===== config.mk =====
export PLATFORM = sky130hd
export DESIGN_NAME = dispense_step_sequencer_flat
export DESIGN_NICKNAME = d
export VERILOG_FILES = /design/src/rtl/dispense_step_sequencer_if.sv /design/src/rtl/dispense_step_sequencer.sv /design/src/flat_wrapper.sv
export SDC_FILE = /design/constraint.sdc
export NUM_CORES = 1
export LEC_CHECK = 0
export BUFFER_PORTS_ARGS = -buffer_cell sky130_fd_sc_hd__buf_2
export CAP_MARGIN = 20
export CORE_UTILIZATION = 39
export CTS_BUF_LIST = sky130_fd_sc_hd__clkbuf_2
export DETAILED_ROUTE_END_ITERATION = 10
export GPL_ROUTABILITY_DRIVEN = 0
export GPL_TIMING_DRIVEN = 0
export PLACE_DENSITY_LB_ADDON = 0.2
export SYNTH_ARGS = -nofsm -noshare
export SYNTH_HDL_FRONTEND = slang
export SYNTH_SLANG_ARGS = --single-unit

===== constraint.sdc =====
create_clock -name clk_x1 -period 3.8 [get_ports clk_x1]
set_input_delay 0.76 -clock clk_x1 [delete_from_list [all_inputs] [get_ports clk_x1]]
set_output_delay 0.76 -clock clk_x1 [all_outputs]
set_load 0.01 [all_outputs]

===== src/rtl/dispense_step_sequencer_if.sv =====
// Pi-side command/acknowledge bundle plus the stepper driver pins of the
// dispense step sequencer. The master is the command source (the Pi GPIO
// side, or a testbench). The slave is the sequencer itself.
interface dispense_step_sequencer_if;
  logic [2:0] teststate;
  logic [1:0] stateamount;
  logic       candyflag;
  logic       signalrecieved;
  logic       stepperstep;
  logic       stepperdir;
  logic       busy;
  logic       done;

  modport master (
    output teststate, stateamount, candyflag,
    input  signalrecieved, stepperstep, stepperdir, busy, done
  );

  modport slave (
    input  teststate, stateamount, candyflag,
    output signalrecieved, stepperstep, stepperdir, busy, done
  );
endinterface


===== src/rtl/dispense_step_sequencer.sv =====
// Dispense step sequencer.
// Turns a Pi dispense command (slot, amount, go flag) into a bounded burst of
// stepper step/dir pulses and acknowledges the command back to the Pi.
// Every Pi input is asynchronous to clk_x1, so each one is double-flopped
// before use. Once a burst starts it always runs to completion.
module dispense_step_sequencer #(
  parameter int STEP_DIV       = 3000,
  parameter int STEPS_PER_UNIT = 200,
  parameter int DIR_SETUP      = 120
) (
  input  logic                       clk_x1,
  input  logic                       rst,
  dispense_step_sequencer_if.slave   bus
);

  localparam int TIMER_MAX = (STEP_DIV > DIR_SETUP) ? STEP_DIV : DIR_SETUP;
  localparam int TW        = $clog2(TIMER_MAX + 1);
  localparam int SW        = $clog2(4 * STEPS_PER_UNIT + 1);

  localparam logic [TW-1:0] SETUP_LOAD = TW'(DIR_SETUP - 1);
  localparam logic [TW-1:0] DIV_LOAD   = TW'(STEP_DIV - 1);
  localparam logic [SW-1:0] SPU        = SW'(STEPS_PER_UNIT);

  typedef enum logic [2:0] {
    IDLE,
    ARMED,
    SETUP,
    STEP_HI,
    STEP_LO,
    DONE
  } state_t;

  state_t          r_state;
  state_t          w_stateNext;

  logic [2:0]      r_tsMeta, r_tsSync;
  logic [1:0]      r_amtMeta, r_amtSync;
  logic            r_cfMeta, r_cfSync, r_cfPrev;

  logic [2:0]      r_lastState;
  logic [2:0]      r_slot;
  logic [2:0]      r_units;
  logic [TW-1:0]   r_timer, w_timerNext;
  logic [SW-1:0]   r_stepsLeft, w_stepsNext, w_stepsDec;

  logic            r_ack, r_busy, r_done, r_step, r_dir;
  logic            w_tsZero, w_trigger, w_cfRise, w_latch, w_fire;

  assign w_tsZero   = (r_tsSync == 3'd0);
  assign w_trigger  = !w_tsZero && (r_tsSync != r_lastState);
  assign w_cfRise   = r_cfSync & ~r_cfPrev;
  assign w_stepsDec = r_stepsLeft - SW'(1);

  // Two-flop synchronizers for the Pi inputs, plus a delayed candyflag copy for edge detection
  always_ff @(posedge clk_x1 or posedge rst) begin
    if (rst) begin
      r_tsMeta  <= '0;
      r_tsSync  <= '0;
      r_amtMeta <= '0;
      r_amtSync <= '0;
      r_cfMeta  <= 1'b0;
      r_cfSync  <= 1'b0;
      r_cfPrev  <= 1'b0;
    end else begin
      r_tsMeta  <= bus.teststate;
      r_tsSync  <= r_tsMeta;
      r_amtMeta <= bus.stateamount;
      r_amtSync <= r_amtMeta;
      r_cfMeta  <= bus.candyflag;
      r_cfSync  <= r_cfMeta;
      r_cfPrev  <= r_cfSync;
    end
  end

  // Next-state logic: command latch, arming, direction setup, then HI/LO step phases
  always_comb begin
    w_stateNext = r_state;
    w_timerNext = r_timer;
    w_stepsNext = r_stepsLeft;
    w_latch     = 1'b0;
    w_fire      = 1'b0;
    case (r_state)
      IDLE: begin
        if (w_trigger) begin
          w_stateNext = ARMED;
          w_latch     = 1'b1;
        end
      end
      ARMED: begin
        if (w_tsZero) begin
          w_stateNext = IDLE;
        end else if (w_cfRise) begin
          w_stateNext = SETUP;
          w_fire      = 1'b1;
          w_timerNext = SETUP_LOAD;
          w_stepsNext = SW'(r_units) * SPU;
        end
      end
      SETUP: begin
        if (r_timer == '0) begin
          w_stateNext = STEP_HI;
          w_timerNext = DIV_LOAD;
        end else begin
          w_timerNext = r_timer - TW'(1);
        end
      end
      STEP_HI: begin
        if (r_timer == '0) begin
          w_stateNext = STEP_LO;
          w_timerNext = DIV_LOAD;
        end else begin
          w_timerNext = r_timer - TW'(1);
        end
      end
      STEP_LO: begin
        if (r_timer == '0) begin
          w_stepsNext = w_stepsDec;
          if (w_stepsDec == '0) begin
            w_stateNext = DONE;
          end else begin
            w_stateNext = STEP_HI;
            w_timerNext = DIV_LOAD;
          end
        end else begin
          w_timerNext = r_timer - TW'(1);
        end
      end
      DONE:    w_stateNext = IDLE;
      default: w_stateNext = IDLE;
    endcase
  end

  // State, phase timer and remaining-step counter registers
  always_ff @(posedge clk_x1 or posedge rst) begin
    if (rst) begin
      r_state     <= IDLE;
      r_timer     <= '0;
      r_stepsLeft <= '0;
    end else begin
      r_state     <= w_stateNext;
      r_timer     <= w_timerNext;
      r_stepsLeft <= w_stepsNext;
    end
  end

  // Command latch; last_state blocks a held slot from retriggering until the Pi returns to 0
  always_ff @(posedge clk_x1 or posedge rst) begin
    if (rst) begin
      r_slot      <= '0;
      r_units     <= '0;
      r_lastState <= '0;
    end else begin
      if (w_latch) begin
        r_slot  <= r_tsSync;
        r_units <= {1'b0, r_amtSync} + 3'd1;
      end
      if (w_tsZero) begin
        r_lastState <= '0;
      end else if (w_latch) begin
        r_lastState <= r_tsSync;
      end
    end
  end

  // Registered outputs decoded from the next state so they change glitch-free with the state
  always_ff @(posedge clk_x1 or posedge rst) begin
    if (rst) begin
      r_ack  <= 1'b0;
      r_busy <= 1'b0;
      r_done <= 1'b0;
      r_step <= 1'b0;
      r_dir  <= 1'b0;
    end else begin
      r_ack  <= (w_stateNext != IDLE);
      r_busy <= (w_stateNext != IDLE);
      r_done <= (w_stateNext == DONE);
      r_step <= (w_stateNext == STEP_HI);
      if (w_fire) begin
        r_dir <= (r_slot <= 3'd3);
      end
    end
  end

  assign bus.signalrecieved = r_ack;
  assign bus.busy           = r_busy;
  assign bus.done           = r_done;
  assign bus.stepperstep    = r_step;
  assign bus.stepperdir     = r_dir;

endmodule


===== src/flat_wrapper.sv =====
// flat-port wrapper written by rule: the top's interface ports become plain ports
module dispense_step_sequencer_flat 
#(
  parameter int STEP_DIV       = 3000,
  parameter int STEPS_PER_UNIT = 200,
  parameter int DIR_SETUP      = 120
)
  (clk_x1, rst, bus_teststate, bus_stateamount, bus_candyflag, bus_signalrecieved, bus_stepperstep, bus_stepperdir, bus_busy, bus_done);
  dispense_step_sequencer_if bus_i ();
  input  logic clk_x1;
  input  logic rst;
  input wire logic [$bits(bus_i.teststate)-1:0] bus_teststate;
  input wire logic [$bits(bus_i.stateamount)-1:0] bus_stateamount;
  input wire logic [$bits(bus_i.candyflag)-1:0] bus_candyflag;
  output wire logic [$bits(bus_i.signalrecieved)-1:0] bus_signalrecieved;
  output wire logic [$bits(bus_i.stepperstep)-1:0] bus_stepperstep;
  output wire logic [$bits(bus_i.stepperdir)-1:0] bus_stepperdir;
  output wire logic [$bits(bus_i.busy)-1:0] bus_busy;
  output wire logic [$bits(bus_i.done)-1:0] bus_done;
  assign bus_i.teststate = bus_teststate;
  assign bus_i.stateamount = bus_stateamount;
  assign bus_i.candyflag = bus_candyflag;
  assign bus_signalrecieved = bus_i.signalrecieved;
  assign bus_stepperstep = bus_i.stepperstep;
  assign bus_stepperdir = bus_i.stepperdir;
  assign bus_busy = bus_i.busy;
  assign bus_done = bus_i.done;
  dispense_step_sequencer #(.STEP_DIV(STEP_DIV), .STEPS_PER_UNIT(STEPS_PER_UNIT), .DIR_SETUP(DIR_SETUP)) u_core (.clk_x1(clk_x1), .rst(rst), .bus(bus_i));
endmodule

# ---- After elaboration in Yosys (flattened, before gate mapping)
# Cells that the tools add are included.
dict set report classes {
  add_sub_neg 3
  muxes 25
  n_reduce_logical 13
  eq_ne 11
  bitwise 2
  n_lt_le_gt_ge 1
  n_mul 1
}
# operator n
set ops {}
lappend ops {{$mux 12} 5}
lappend ops {{$pmux 12 s3} 1}
lappend ops {{$mux 10} 3}
lappend ops {{$mux 3} 9}
lappend ops {{$pmux 10 s2} 1}
lappend ops {{$pmux 3 s5} 1}
lappend ops {{$logic_not 12->1} 1}
lappend ops {{$sub 12x1->12 const B} 1}
lappend ops {{$logic_not 10->1} 1}
lappend ops {{$sub 10x1->10 const B} 1}
lappend ops {{$eq 3x2->1 const B} 3}
lappend ops {{$reduce_and 4->1} 2}
lappend ops {{$mul 3x5->7 const B} 1}
lappend ops {{$eq 3x3->1 const B} 2}
lappend ops {{$logic_not 3->1} 2}
lappend ops {{$reduce_bool 3->1} 2}
lappend ops {{$mux 1} 5}
lappend ops {{$ne 2x1->1 const B} 2}
lappend ops {{$reduce_bool 2->1} 2}
lappend ops {{$add 2x1->3 const B} 1}
lappend ops {{$eq 3x1->1 const B} 1}
lappend ops {{$le 3x2->1 const B} 1}
lappend ops {{$ne 3x3->1} 1}
lappend ops {{$ne 3x3->1 const B} 1}
lappend ops {{other kinds (6)} 6}
dict set report word_totals {
  out_inout_bits 5
  wordCells 73
  inputBits 8
  ff_bits 51
}

# ---- Depth between registers and ports, before layout
# Gate-level depths: netlist of the first run.
dict set report logic_depth {
  ltp_word 7
  ltp_mapped 8
}

# ---- Least setup slack after synthesis of the first run
# No wires, ideal clock.
dict set report synth_path {
  path_kind {register to register}
  start {reg u_core.r_stepsLeft[0]}
  end {reg u_core.r_timer[1]}
  stages_incl_launch_ff 8
  arrival_ns 2.062
  setup_slack_ns 1.618
  path_cell_list {dfrtp_1 > inv_1 > ha_1 > or4b_4 > xor2_1 > a21oi_4 > or4_1 > o211a_1}
}
dict set report synth_via {
  elab_chain_cells 4
}
# element line
set synth_lines {}
lappend synth_lines {{start: declaration} dispense_step_sequencer.sv:44} ;# logic [SW-1:0] r_stepsLeft, w_stepsNext, w_stepsDec;
lappend synth_lines {{start signal: assignment} dispense_step_sequencer.sv:142} ;# r_stepsLeft <= w_stepsNext;
lappend synth_lines {{$sub 10x1->10} dispense_step_sequencer.sv:52} ;# assign w_stepsDec = r_stepsLeft - SW'(1);
lappend synth_lines {{$logic_not 10->1} dispense_step_sequencer.sv:118} ;# if (w_stepsDec == '0) begin
lappend synth_lines {{$ne 3x3->1 (no source line)} n/a}
lappend synth_lines {{$reduce_and 4->1 (no source line)} n/a}
lappend synth_lines {{end signal: assignment} dispense_step_sequencer.sv:141} ;# r_timer <= w_timerNext;
lappend synth_lines {{end: declaration} dispense_step_sequencer.sv:43} ;# logic [TW-1:0] r_timer, w_timerNext;
# Every way passes these cells.
# A chain may end at the register's enable or synchronous reset.

# ---- Worst setup path in the final report of the first run
dict set report layout_path {
  start {reg u_core.r_timer[1]}
  end {reg u_core.r_timer[1]}
}
dict set report layout_via {
  elab_chain_cells 3
}
# element line
set layout_lines {}
lappend layout_lines {{$sub 12x1->12 / $logic_not 12->1 (equally long branches)} n/a}
lappend layout_lines {{$mux 12, or another cell as far along} dispense_step_sequencer.sv:116} ;# if (r_timer == '0) begin
lappend layout_lines {{$pmux 12 s3 / $reduce_and 4->1 (equally long branches)} n/a}
# Several ways; a longest one is shown, not always the timed one.

==> run_results.csv, run 1 <==
group,metric,value,unit
clocking,clock-sinks,49,
synthesis,yosysMostFrequentCell,"dfrtp_1",
setup_path,cp.arrival,2.80,ns
timing,fmax,0.416,GHz
timing,setup_viol,0,
final_layout,area_growth,9.23,%
global_routing,grt_overflow,0,
power,p_leak,1.11,nW
power,power_density,632,nW/um^2
synthesis,ys.flop_type,"dfrtp_1",
synthesis,ys_top_cells_by_count,"dfrtp_1, nand2_1, nor2_1",
clocking,cts.clk_slew.worst_paths,0.28,ns
synthesis,synth_area_per_cell,10.0,um^2
floorplanning,pin_count,13,
setup_path,start_kind,"register",
clocking,cts_hold_buf,0,
synthesis,ys_ff_latch,49,
clocking,cts-resized-gates,0,
final_layout,fill_cells,588,
clocking,htreeDepth,2,
timing,clock_skew,0.0101,ns
floorplanning,chipHeight,80.9,um
hold_path,hold_class,"input pin to async pin",
global_routing,antenna_found_initial,0,
timing,tns,0,ns
synthesis,synth_edf_count,0,
timing,rsz0062_at_grt,"no",
status,status,"complete, no violations",
timing,slew_viol_final,0,
timing,hold_slack,0.226,ns
synthesis,synthArstFlopShare,1.00,
final_layout,ff_latch_area,1230,um^2
synthesis,synth.net_count,257,
synthesis,syn-cell-area,2430,um^2
final_layout,final_nets,277,
clocking,cts_tree,"done",
detailed_routing,wire_per_inst,13.6,um
synthesis,ys_seq_area_frac,0.505,
clocking,cts_root_buffer,"clkbuf_2",
floorplanning,fp.dieW,80.9,um
clocking,cts_buffers,5,
detailed_routing,viasPerCell,5.40,
floorplanning,num_rows,28,
global_routing,grt_max_degree,35,
synthesis,synth.top_cell.area_share,0.505,
timing,period_minus_slack,2.40,ns
setup_path,worst_setup_path_end_kind,"register",
synthesis,yosysTopAreaCell,"dfrtp_1",
timing,slew_headroom,0.470,
detailed_routing,dr.pass1.iters,4,
placed_design,dp_hpwl,3320,um
timing,finalCritPeriodShare,0.633,
global_routing,grt_pass1_vias,1697,
global_routing,grt_pass1_wl,8050,um
clocking,clk_latency,0.43,ns
placed_design,placed_cells_incl_taps,330,
final_layout,instances_no_fill,338,
global_routing,track_usage,0.162,
setup_path,required,4.19,ns
timing,final_hold_viol_count,0,
synthesis,synth_cell_types,53,
power,ir_drop,302,uV
final_layout,fin_util,0.445,
detailed_routing,dr_total_vias,1826,
detailed_routing,wl,4590,um
floorplanning,dieArea,6540,um^2
clocking,cts_max_path_buffers,2,
detailed_routing,antenna_left,0,
final_layout,drive_gt1_frac,0.141,
clocking,post_cts_buffers,0,
floorplanning,start_util,0.408,
synthesis,netlist_instances,242,
final_layout,diodes,0,
setup_path,worstSetupPathType,"register to register",
setup_path,crit_fanout,10,
synthesis,netlist_top_cells_area,"dfrtp_1, nand2_1, ha_1, a21oi_1, nor2_1",
placed_design,place.port_buffers,12,
final_layout,multi_input_area,1120,um^2
detailed_routing,drc,0,
detailed_routing,drt_iter0_drc,116,
floorplanning,core-area,5960,um^2
timing,worstMarginPinSlew,0.796,ns
run,maxCapViolations,0,
synthesis,yosys_warnings,0,
==> per-stage QoR <==
| stage | cell area [um^2] | power (W) | setup slack, ns |
|---|---|---|---|
| 2_1_floorplan | 2430 | 0.00130 | 1.62 |
| 3_3_place_gp | 2580 | 0.00144 | 1.18 |
| 3_5_place_dp | 2600 | 0.00146 | 1.42 |
| 4_1_cts | 2650 | 0.00170 | 1.38 |
| 5_1_grt | 2650 | 0.00183 | 1.17 |
| 6_report | 2650 | 0.00168 | 1.40 |
==> power breakdown <==
group	total [W]	switching, W	internal [W]
sequential	0.000808	0.000135	0.000673
combinational	0.000634	0.000356	0.000278
clock	0.000234	0.000184	0.0000505
total	0.00168	0.000674	0.00100
==> worst paths after layout <==
check | depth (start not counted) | endpoint | slack, ns | startpoint
max in group asynchronous | 3 | u_core.bus.done | 3.08 | rst
setup reg to reg | 6 | u_core.r_timer[1] | 1.40 | u_core.r_timer[1]
setup / recovery | 6 | u_core.r_timer[1] | 1.40 | u_core.r_timer[1]
hold / removal | 2 | u_core.r_tsMeta[1] | 0.23 | rst
min in group clk_x1 | 0 | u_core.r_cfSync | 0.39 | u_core.r_cfMeta
hold reg to reg | 0 | u_core.r_cfSync | 0.39 | u_core.r_cfMeta
==> layout by cell type (no fill, tap or decap), types with 4 or more instances in the layout <==
cell type,count
o31ai_1,5
nor3_1,5
buf_2,15
a21oi_1,17
o21ai_0,11
or3_1,4
nand3_1,4
o22a_1,5
clkbuf_1,5
nand2_1,31
ha_1,7
inv_1,8
o21ai_1,7
clkbuf_2,6
nor2_1,19
xor2_1,4
dfrtp_1,49
==> critical path: stages, from the launching register on <==
cell	delay, ns
dfrtp_1	0.48
inv_1	0.09
ha_1	0.25
nor4b_2	0.40
nand4_1	0.41
nor3_4	0.53
o211a_1	0.22
==> kinds of logic after synthesis <==
family | count (synthesis) | share of synthesized area
AOI/OAI and AO/OA | 66 | 0.183
xor gates and xnor gates | 7 | 0.0253
adders and majority gates | 7 | 0.0361
buffers and inverters | 19 | 0.0330
DFF | 49 | 0.505
and+or+nand+nor | 94 | 0.218
==> flip-flops by register name, summed over array words and instances (netlist names) <==
| register | count |
|---|---|
| u_core.r_state | 3 |
| u_core.r_cfPrev | 1 |
| u_core.r_units | 3 |
| u_core.r_amtMeta | 2 |
| u_core.r_timer | 12 |
| u_core.bus.stepperdir | 1 |
| u_core.r_lastState | 3 |
| u_core.bus.signalrecieved | 1 |
| u_core.bus.stepperstep | 1 |
| u_core.r_cfSync | 1 |
| u_core.r_amtSync | 2 |
| u_core.r_slot | 1 |
| u_core.r_cfMeta | 1 |
| u_core.r_tsSync | 3 |
| u_core.bus.done | 1 |
| u_core.r_tsMeta | 3 |
| u_core.r_stepsLeft | 10 |
==> cell type report <==
cell class | count | area share
repair buffers | 13 | 0.0302
flip-flops and latches | 49 | 0.462
inverters | 9 | 0.0127
clock inverters | 3 | 0.00944
plain buffers | 10 | 0.0175
multi-input cells | 174 | 0.423
well taps | 75 | 0.0354
clock buffers | 5 | 0.00944
==> per-layer routing <==
| layer | up-vias | share of wire | GRT usage |
|---|---|---|---|
| met5 | - | 0 | 0 |
| met4 | 0 | 0.0079 | 0.0500 |
| met3 | 4 | 0.029 | 0.0337 |
| met2 | 27 | 0.47 | 0.260 |
| met1 | 876 | 0.50 | 0.218 |
| li1 | 919 | - | - |
No activity file was read; power rests on OpenSTA's default activity.
==> inputs of run 2 (changes only) <==
clock period = 2.15 ns   (was 3.8 ns; I/O delays follow)
==> run 2 against run 1 <==
Net effect:
- die area is the same
- utilization is 5.4 points higher
- total power up 97%
- global-route usage rose by 0.93 points
- sequential cell count did not move
- routed wire length grew 12%
- register-to-register slack lost 1.4 ns
- critical path depth increased by 1
- first-iteration DRC count shrank 4.3%
- combinational power up 110%
- final area rose by 12%
- critical path type unchanged
- critical endpoint unchanged
==> run_results.csv, run 2 (synthesis results as in run 1) <==
group,metric,value,unit
detailed_routing,drt_iter0_drc,111,
floorplanning,pin_count,13,
setup_path,crit_fanout,3,
final_layout,final_nets,294,
setup_path,worst_setup_path_end_kind,"register",
clocking,cts_max_path_buffers,2,
floorplanning,start_util,0.408,
final_layout,fin_util,0.500,
timing,rsz0062_at_grt,"yes",
clocking,htreeDepth,2,
global_routing,grt_overflow,0,
global_routing,use_met3,0.0348,
setup_path,worstSetupPathType,"register to register",
global_routing,grt_pass1_wl,8540,um
timing,worstMarginPinSlew,0.654,ns
floorplanning,fp.dieW,80.9,um
setup_path,cp.arrival,2.48,ns
detailed_routing,antenna_left,0,
clocking,cts_tree,"done",
final_layout,largest_reg_flops,12,
floorplanning,dieArea,6540,um^2
clocking,cts_buffers,5,
timing,clock_skew,0.0214,ns
floorplanning,num_rows,28,
hold_path,hold_path_depth,1,
timing,fmax,0.471,GHz
clocking,cts.clk_slew.worst_paths,0.24,ns
clocking,cts_root_buffer,"clkbuf_2",
final_layout,area_growth,22.6,%
power,internal_power,0.00202,W
final_layout,final_cell_mix,"dfrtp_1, nand2_1, nor2_1",
final_layout,drive_gt1_frac,0.254,
run,maxCapViolations,0,
hold_path,min_from,"bus_candyflag",
setup_path,r2r_start,"u_core.r_stepsLeft[0]",
setup_path,r2r_cells,7,
timing,finalCritPeriodShare,0.988,
clocking,clk_latency,0.42,ns
global_routing,antenna_found_initial,0,
final_layout,reg_top3,"u_core.r_timer (12), u_core.r_stepsLeft (10)",
global_routing,grt_pass1_vias,1832,
final_layout,diodes,0,
timing,setup_viol,0,
power,power_density,1110,nW/um^2
final_layout,regMostFlops,"u_core.r_timer",
hold_path,holdPathEnd,"u_core.r_cfMeta",
setup_path,start_kind,"register",
setup_path,r2r_slack,0.03,ns
power,sw_frac_of_total,0.388,
power,ir_drop,745,uV
global_routing,grt_max_degree,34,
final_layout,final_common_cell,"dfrtp_1",
global_routing,track_usage,0.171,
detailed_routing,dr_total_vias,1907,
power,p_leak,1.24,nW
status,status,"complete, no violations",
setup_path,required,2.51,ns
clocking,clock-sinks,49,
placed_design,dp_hpwl,3400,um
global_routing,grtUsageMet1,0.215,
timing,slew_viol_final,0,
floorplanning,chipHeight,80.9,um
power,p_seq_frac,0.444,
timing,hold_slack,0.0942,ns
timing,period_minus_slack,2.12,ns
power,combPwrFrac,0.410,
power,clockPowerShare,0.145,
global_routing,busiest_layer,"met2",
timing,slew_headroom,0.562,
setup_path,r2r-end,"u_core.r_timer[1]",
detailed_routing,viasPerCell,5.37,
timing,final_hold_viol_count,0,
power,netSwitchingPower,0.00128,W
floorplanning,core-area,5960,um^2
power,finalPower,0.00330,W
hold_path,hold_class,"input pin to register",
detailed_routing,wl,5150,um
detailed_routing,dr.pass1.iters,4,
placed_design,place.port_buffers,12,
detailed_routing,drc,0,
global_routing,met2_usage,0.289,
detailed_routing,wire_per_inst,14.5,um
run 2: changes by cell type in the layout (fill, tap and decap cells not counted), sizes merged:
cell / change
buf: +17
inv: -2
bufinv: +1
clkinv: +1
clkinvlp: -1
dlygate4sd3: +1
run 2: repair_timing:
item / 4_1_cts / 5_1_grt
setup buffers: 8 / 9
resized for setup: 10 / 18
setup endpoints to repair: 20 / 21
hold buffers: 1 / 0
pin swaps: 6 / 9
endpoints found under the hold margin: 16 / 0
run 2: worst max-delay path by stage:
stage	startpoint	end	slack, ns	cells past startpoint
after floorplan	u_core.r_stepsLeft[0]	u_core.r_timer[1]	0.01	7
final	u_core.r_stepsLeft[0]	u_core.r_timer[1]	0.03	7
after detailed placement	u_core.r_timer[1]	u_core.r_timer[1]	-0.25	6
after global placement	u_core.r_timer[1]	u_core.r_timer[1]	-0.23	6
after global routing	u_core.r_stepsLeft[1]	u_core.r_timer[4]	-0.06	8
after CTS	u_core.r_stepsLeft[0]	u_core.r_timer[1]	0.004	7
run 2: critical path: stages (launching register included):
cell and delay (ns):
dfrtp_2 0.44, inv_2 0.05, ha_4 0.15, buf_6 0.10, and2b_1 0.16, or4_4 0.56
or4_1 0.48, o211a_1 0.12
run 2: per-stage QoR:
step | TNS, ns | setup WS [ns] | instance area, um^2 | instances
CTS | 0 | 0.00361 | 2790 | 346
global route | -0.150 | -0.0596 | 2980 | 355
floorplan | 0 | 0.0148 | 2430 | 242
global placement | -8.38 | -0.231 | 2590 | 329
finish | 0 | 0.0266 | 2980 | 355
detailed placement | -3.63 | -0.246 | 2610 | 330
run 2: final cells by class:
type / count / area [um^2]
flip-flops and latches: 49 / 1230
fillers: 569 / 2980
clock inverters: 2 / 33.8
well taps: 75 / 93.8
clock buffers: 6 / 30.0
inverters: 9 / 33.8
multi-input cells: 174 / 1280
plain buffers: 9 / 42.5
repair buffers: 31 / 238
run 2: per-layer routing:
layer	share of wire	wire (um)
met3	0.028	143
met2	0.49	2510
met5	0	0
met1	0.47	2400
met4	0.019	100
run 2: power groups by stage:
stage	registers, W	logic, W	clock network (W)
floorplan	0.00140	0.000909	0
global placement	0.00144	0.00112	0
detailed placement	0.00146	0.00114	0
CTS	0.00145	0.00120	0.000505
global route	0.00150	0.00154	0.000534
finish	0.00147	0.00135	0.000480
